--- src/rtl/rom_play_pkg.sv ---
// rom_play_pkg: shared types and constants for the ROM playback sequencer
package rom_play_pkg;
    localparam int ADDR_W = 8;
    localparam int DATA_W = 8;
    localparam logic DIR_UP = 1'b0;
    localparam logic DIR_DN = 1'b1;
    typedef enum logic [1:0] {PAUSE = 2'd0, RUN = 2'd1, FETCH = 2'd2} state_t;
endpackage

--- src/rtl/key_filter.sv ---
// key_filter: synchronises and debounces an active-low key into a one-cycle press pulse
module key_filter #(
    parameter logic [19:0] DEB_MAX = 20'd999_999
) (
    input  logic sys_clk,
    input  logic sys_rst_n,
    input  logic key_in,
    output logic key_flag
);
    logic [1:0]  key_sync;
    logic [19:0] cnt;
    logic        held;
    logic        low;
    logic        at_max;
    assign low    = !key_sync[1];
    assign at_max = low && cnt == DEB_MAX;
    // held remembers that this press already fired, so a long press pulses once
    always_ff @(posedge sys_clk or negedge sys_rst_n) begin
        if (!sys_rst_n) begin
            key_sync <= 2'b11;
            cnt      <= '0;
            held     <= 1'b0;
            key_flag <= 1'b0;
        end else begin
            key_sync <= {key_sync[0], key_in};
            cnt      <= !low ? 20'd0 : (cnt == DEB_MAX ? cnt : cnt + 20'd1);
            held     <= at_max;
            key_flag <= at_max && !held;
        end
    end
endmodule

--- src/rtl/rom_play_ctrl.sv ---
// rom_play_ctrl: auto-run / single-step ROM address sequencer with latency-aligned data latch
module rom_play_ctrl
    import rom_play_pkg::*;
#(
    parameter logic [23:0] CNT_MAX = 24'd9_999_999,
    parameter logic [19:0] DEB_MAX = 20'd999_999,
    parameter int          ROM_LAT = 2
) (
    input  logic              sys_clk,
    input  logic              sys_rst_n,
    input  logic              key1,
    input  logic              key2,
    input  logic [DATA_W-1:0] rom_q,
    output logic [ADDR_W-1:0] addr,
    output logic [DATA_W-1:0] data_out,
    output logic              data_valid,
    output logic              run,
    output logic              dir
);
    localparam logic [2:0] LAT_LAST = 3'(ROM_LAT - 1);
    state_t      state, state_nxt;
    logic        k1_flag, k2_flag, pend1, pend2;
    logic [23:0] tick;
    logic [2:0]  lat_cnt;
    logic        busy, ev1, ev2, tick_done, fetch_done, step;
    key_filter #(.DEB_MAX(DEB_MAX)) u_key1 (
        .sys_clk(sys_clk), .sys_rst_n(sys_rst_n), .key_in(key1), .key_flag(k1_flag)
    );
    key_filter #(.DEB_MAX(DEB_MAX)) u_key2 (
        .sys_clk(sys_clk), .sys_rst_n(sys_rst_n), .key_in(key2), .key_flag(k2_flag)
    );
    // key1 outranks key2; pending flags replay events that arrived during FETCH
    always_comb begin
        busy       = state == FETCH;
        ev1        = !busy && (k1_flag || pend1);
        ev2        = !busy && (k2_flag || pend2) && !ev1;
        tick_done  = state == RUN && tick == CNT_MAX;
        fetch_done = busy && lat_cnt == LAT_LAST;
        step       = (state == PAUSE && ev2) || (tick_done && !ev1);
        state_nxt  = busy ? (fetch_done ? (run ? RUN : PAUSE) : FETCH)
                   : ev1 ? (run ? PAUSE : RUN)
                   : step ? FETCH : state;
    end
    always_ff @(posedge sys_clk or negedge sys_rst_n) begin
        if (!sys_rst_n) state <= FETCH;
        else            state <= state_nxt;
    end
    always_ff @(posedge sys_clk or negedge sys_rst_n) begin
        if (!sys_rst_n) begin
            addr       <= '0;
            data_out   <= '0;
            data_valid <= 1'b0;
            run        <= 1'b0;
            dir        <= DIR_UP;
            tick       <= '0;
            lat_cnt    <= '0;
            pend1      <= 1'b0;
            pend2      <= 1'b0;
        end else begin
            pend1      <= busy && (pend1 || k1_flag);
            pend2      <= busy && (pend2 || k2_flag);
            lat_cnt    <= (busy && !fetch_done) ? lat_cnt + 3'd1 : 3'd0;
            data_valid <= fetch_done;
            if (fetch_done) data_out <= rom_q;
            if (step) addr <= (dir == DIR_UP) ? addr + 8'd1 : addr - 8'd1;
            if (ev1) run <= !run;
            if (state == RUN && ev2) dir <= (dir == DIR_UP) ? DIR_DN : DIR_UP;
            if (state == PAUSE && ev1) tick <= '0;
            else if (state == RUN && !ev1) tick <= tick_done ? 24'd0 : tick + 24'd1;
        end
    end
endmodule
--- config.mk ---
export PLATFORM = sky130hd
export DESIGN_NAME = rom_play_ctrl
export DESIGN_NICKNAME = d
export VERILOG_FILES = /design/src/rtl/rom_play_pkg.sv /design/src/rtl/key_filter.sv /design/src/rtl/rom_play_ctrl.sv
export SDC_FILE = /design/constraint.sdc
export NUM_CORES = 1
export LEC_CHECK = 0
export ABC_AREA = 1
export CAP_MARGIN = 15
export CORE_ASPECT_RATIO = 1.25
export CORE_MARGIN = 4
export CORE_UTILIZATION = 65
export CTS_CLUSTER_SIZE = 40
export DETAILED_ROUTE_END_ITERATION = 7
export GPL_ROUTABILITY_DRIVEN = 0
export PLACE_DENSITY = 0.86
export SYNTH_ARGS = -nofsm -noshare
export SYNTH_HDL_FRONTEND = slang
export SYNTH_HIERARCHICAL = 1
export SYNTH_SLANG_ARGS = --single-unit
export TNS_END_PERCENT = 50
--- constraint.sdc ---
create_clock -name sys_clk -period 3.8 [get_ports sys_clk]
set_clock_uncertainty 0.15 [all_clocks]
set_input_delay 1.14 -clock sys_clk [delete_from_list [all_inputs] [get_ports sys_clk]]
set_output_delay 1.14 -clock sys_clk [all_outputs]
set_load 0.05 [all_outputs]
## Word level (Yosys, flattened, before mapping)

Cells that the tools add are included.

| storage, ports and cells | value |
|---|---|
| flip-flop bits (word level) | 98 |
| output and inout port bits | 19 |
| logic and storage cells | 79 |

| operators by class | value |
|---|---|
| $add $sub $neg | 6 |
| equality and inequality tests | 8 |
| multiplexer cells | 16 |
| reductions and logical operators | 31 |

Operator list:

| cell | number |
|---|---|
| $mux W20 | 4 |
| $mux W24 | 3 |
| $add A20 B1 Y20 const B | 2 |
| $eq A20 B20 Y1 const B | 2 |
| $add A24 B1 Y24 const B | 1 |
| $eq A24 B24 Y1 const B | 1 |
| $logic_and A1 B1 Y1 | 17 |
| $add A8 B1 Y8 const B | 1 |
| $logic_not A1 Y1 | 8 |
| $mux W2 | 4 |
| $mux W8 | 1 |
| $sub A8 B1 Y8 const B | 1 |
| $ne A2 B1 Y1 const B | 2 |
| $add A3 B1 Y3 const B | 1 |
| $eq A3 B1 Y1 const B | 1 |
| $logic_or A1 B1 Y1 | 3 |
| $mux W1 | 3 |
| $mux W3 | 1 |
| $reduce_bool A3 Y1 | 1 |
| $eq A2 B1 Y1 const B | 1 |
| $eq A2 B2 Y1 const B | 1 |
| $logic_not A2 Y1 | 1 |
| $reduce_bool A2 Y1 | 1 |

## Logic depth before layout (Yosys ltp)

| logic depth | value |
|---|---|
| word-level depth | 10 |
| depth in mapped cells | 11 |
| depth with buffers taken out | 10 |

## Modules after synthesis

Netlist, hierarchy kept.

Modules (own cells, without submodules):

| module | instances | cells each | area each (µm²) |
|---|---|---|---|
| rom_play_ctrl | 1 | 415 | 3035.4 |
| key_filter at u_key2 | 1 | 185 | 1382.6 |
| key_filter at u_key1 | 1 | 181 | 1360.1 |

## Worst setup path after synthesis

Ideal clock, no wire load.

| path | value |
|---|---|
| path kind | reg2reg |
| start point | register dir |
| end point | register addr[6] |
| library setup time | 0.118 ns |
| data arrival time | 1.879 ns |
| required time | 3.532 ns |
| setup slack | 1.653 ns |
| stages on the path, launching flop included | 9 |
| buffers on the path | 0 |
| clock period less this slack | 2.147 ns |
| path through | dfrtp_1 inv_1 fa_1 o21ai_0 nand3_1 nand2_1 nand2_1 nand3_1 nand2_1 |

| between the ends | value |
|---|---|
| word-level cells in the longest chain between the ends | 1 |

RTL lines:

| what | line | source |
|---|---|---|
| start, declared | rom_play_ctrl.sv:18 | `output logic dir` |
| start signal, assigned | rom_play_ctrl.sv:67 | `if (state == RUN && ev2) dir <= (dir == DIR_UP) ? DIR_DN : DIR_UP;` |
| $mux W8 | rom_play_ctrl.sv:65 | `if (step) addr <= (dir == DIR_UP) ? addr + 8'd1 : addr - 8'd1;` |
| end signal, assigned | rom_play_ctrl.sv:65 |  |
| end, declared | rom_play_ctrl.sv:14 | `output logic [ADDR_W-1:0] addr,` |

No other way between the ends.
A chain may end at the register's enable or synchronous reset.

## Worst setup path in the final report

| path | value |
|---|---|
| start point | register dir |
| end point | output dir |

No word-level cell between the ends.

==> results.toml <==
[flow_run]
drv_cap = 0

[die]
start_util = 0.664
pin_count = 31
die_x_um = 92.3
core_region_area_um2 = 8700
die_y_um = 113
core.rowCount = 38
die-area_um2 = 10500

[clocking]
numCtsBuffers = 9
root_buffer = "clkbuf_8"
htreeDepth = 3
insertion_delay_ps = 370
post-cts-setup-buffer-count = 0
cts.sinks = 98
hold_buffers = 0
cts_tree = "done"
cts-resized-gates = 0
cts.clk_slew.worst_paths_ps = 100
cts_buffer_depth = 2

[layout]
syn_to_final_growth_pct = 10.3
stdcell_count = 941
layout_common_cells = "nand2_1 (212), nor2_1 (132), dfrtp_1 (93)"
drive_above_1_share = 0.105
final_net_count = 840
layout_commonest_cell = "nand2_1"
regArea_um2 = 2460
fin_util = 0.733
multi_input_area_um2 = 2960
fillers = 693
n_antenna_cell = 0

[synth]
yosys_warnings = 6
yosysTopAreaCell = "dfrtp_1"
netlist_instances = 781
synthTopCellsByArea = "dfrtp_1 (40%), nand2_1 (14%), nor2_1 (8.6%), nand3_1 (6.6%), inv_1 (5.1%)"
synth_cell_types = 36
netlist.area_leader.share = 0.403
syn-cell-area_um2 = 5780
syn_nets = 805
seq_area_frac_synth = 0.426
syn_area_per_cell_um2 = 7.40
ys_ff_latch = 98

[setup_path]
end_kind = "output pin"
crit_buf_inv = 1
cp-start-kind = "register"
cp.required_ps = 2510
slowest_delay_ps = 870
arrival_ps = 1800
path_cells = "clkdlybuf4s50_1"
cp_top_family = "buffers and inverters"
crit_type = "reg -> out"
cp_slowest_cell = "clkdlybuf4s50_1"
cp_max_fo = 10

[pwr]
peakVddDrop_v = 0.000193
leakage_nw = 2.96
p_per_area_nw_per_um2 = 274
combPwrFrac = 0.031
pwr-share-clk = 0.361
switching_share = 0.241
p_switching_mw = 0.422
p_int_mw = 1.33
power.share.sequential = 0.608

[sta]
finalCriticalPeriod_ps = 3090
clock.fmax_mhz = 324
fin_ws_ps = 713
tightest_slew_ps = 558
fin_crit_sh = 0.812
hold_viol = 0
max_slew_margin = 0.625
finalSetupViolCount = 0
rsz0062_at_grt = "false"
slew_violations = 0
setup_tns_ps = 0

[routing]
drt_pass1_iterations = 5
drt-total-wl_mm = 12.7
detail_route.wl_per_cell_um = 13.4
drc_errors = 0
ant_nets = 0
drt-initial-drc-count = 290
avgViaCountPerCell = 5.47
vias = 5144

[placed_design]
place_inst = 925
pre_cts_slack_ps = 1120
hpwl_mm = 9.37
io_buffers = 30

[global_routing]
overflow = 0
grt_pass1_wl_mm = 22.4
track_usage = 0.263
grt_pass1_vias = 5144
grt_max_degree = 65
grt_antenna_before_repair = 0

[status]
status = "finished, final reports clean"

[min_path]
hp-class = "reg -> reg"
-- flip-flops by register name, indices dropped and copies added (netlist names), 2 cells and up --
register	cells
addr	8
u_key2/cnt	20
u_key1/key_sync	2
tick	24
lat_cnt	3
u_key2/key_sync	2
data_out	8
state	2
u_key1/cnt	20
-- metrics by stage --
step                      instance area [um^2]  total power [mW]  hold slack (ps)
final                                     6370              1.75              202
after global routing                      6370              1.81              219
after CTS                                 6370              1.76              206
after detailed placement                  6190              1.14              198
after global placement                    6190              1.13              196
after floorplan                           5780              1.10              195
-- synth_stat cells (all sizes together) --
library cell and n:
nand2 232, nor2 157, dfrtp 93, inv 81, nand3 81, nand4 21, xor2 20, a21oi 17
o21ai 15, ha 11, nor3 10, or2 10, buf 6, xnor2 6, dfstp 5, and2 3
nand3b 3, a21boi 2, clkinv 2, a21o 1, clkbuf 1, fa 1, o21a 1, o21bai 1
o22ai 1
-- per-layer routing --
layer  GRT usage  share of wire
met5           0              0
met4       0.156          0.040
met3      0.0336          0.039
met2       0.463           0.50
met1       0.306           0.42
-- power by group through the flow --
stage | sequential (mW) | clock [mW] | combinational [mW]
floorplan | 1.08 | 0 | 0.0202
global placement | 1.08 | 0 | 0.0532
detailed placement | 1.08 | 0 | 0.0565
CTS | 1.06 | 0.644 | 0.0563
global route | 1.06 | 0.688 | 0.0624
finish | 1.06 | 0.631 | 0.0547
-- cell families (layout without fill, tap and decap cells) --
| group | after synthesis | count (layout) | share of synthesized area |
|---|---|---|---|
| adders and majority gates | 12 | 12 | 0.0273 |
| AOI/OAI and AO/OA | 38 | 38 | 0.0353 |
| xor gates and xnor gates | 26 | 26 | 0.0394 |
| buffers and inverters | 90 | 130 | 0.0630 |
| and+or+nand+nor | 517 | 517 | 0.409 |
| DFF | 98 | 98 | 0.426 |
-- worst paths after layout --
path | slack [ps] | to | startpoint | cells after the start
min in group asynchronous | 560 | tick[8] | sys_rst_n | 1
hold / removal | 200 | u_key1/key_sync[1] | u_key1/key_sync[0] | 0
setup reg to reg | 1640 | tick[10] | state[0] | 8
setup / recovery | 710 | dir | dir | 1
max in group asynchronous | 2210 | u_key1/key_sync[0] | sys_rst_n | 2
hold reg to reg | 200 | u_key1/key_sync[1] | u_key1/key_sync[0] | 0
-- area by class of cell --
| class | count | share of cell area |
|---|---|---|
| clock buffers | 10 | 0.0216 |
| clock inverters | 6 | 0.00667 |
| inverters | 83 | 0.0491 |
| multi-input cells | 593 | 0.464 |
| flip-flops and latches | 98 | 0.386 |
| well taps | 120 | 0.0236 |
| repair buffers | 31 | 0.0499 |
(Power assumes the default switching activity.)
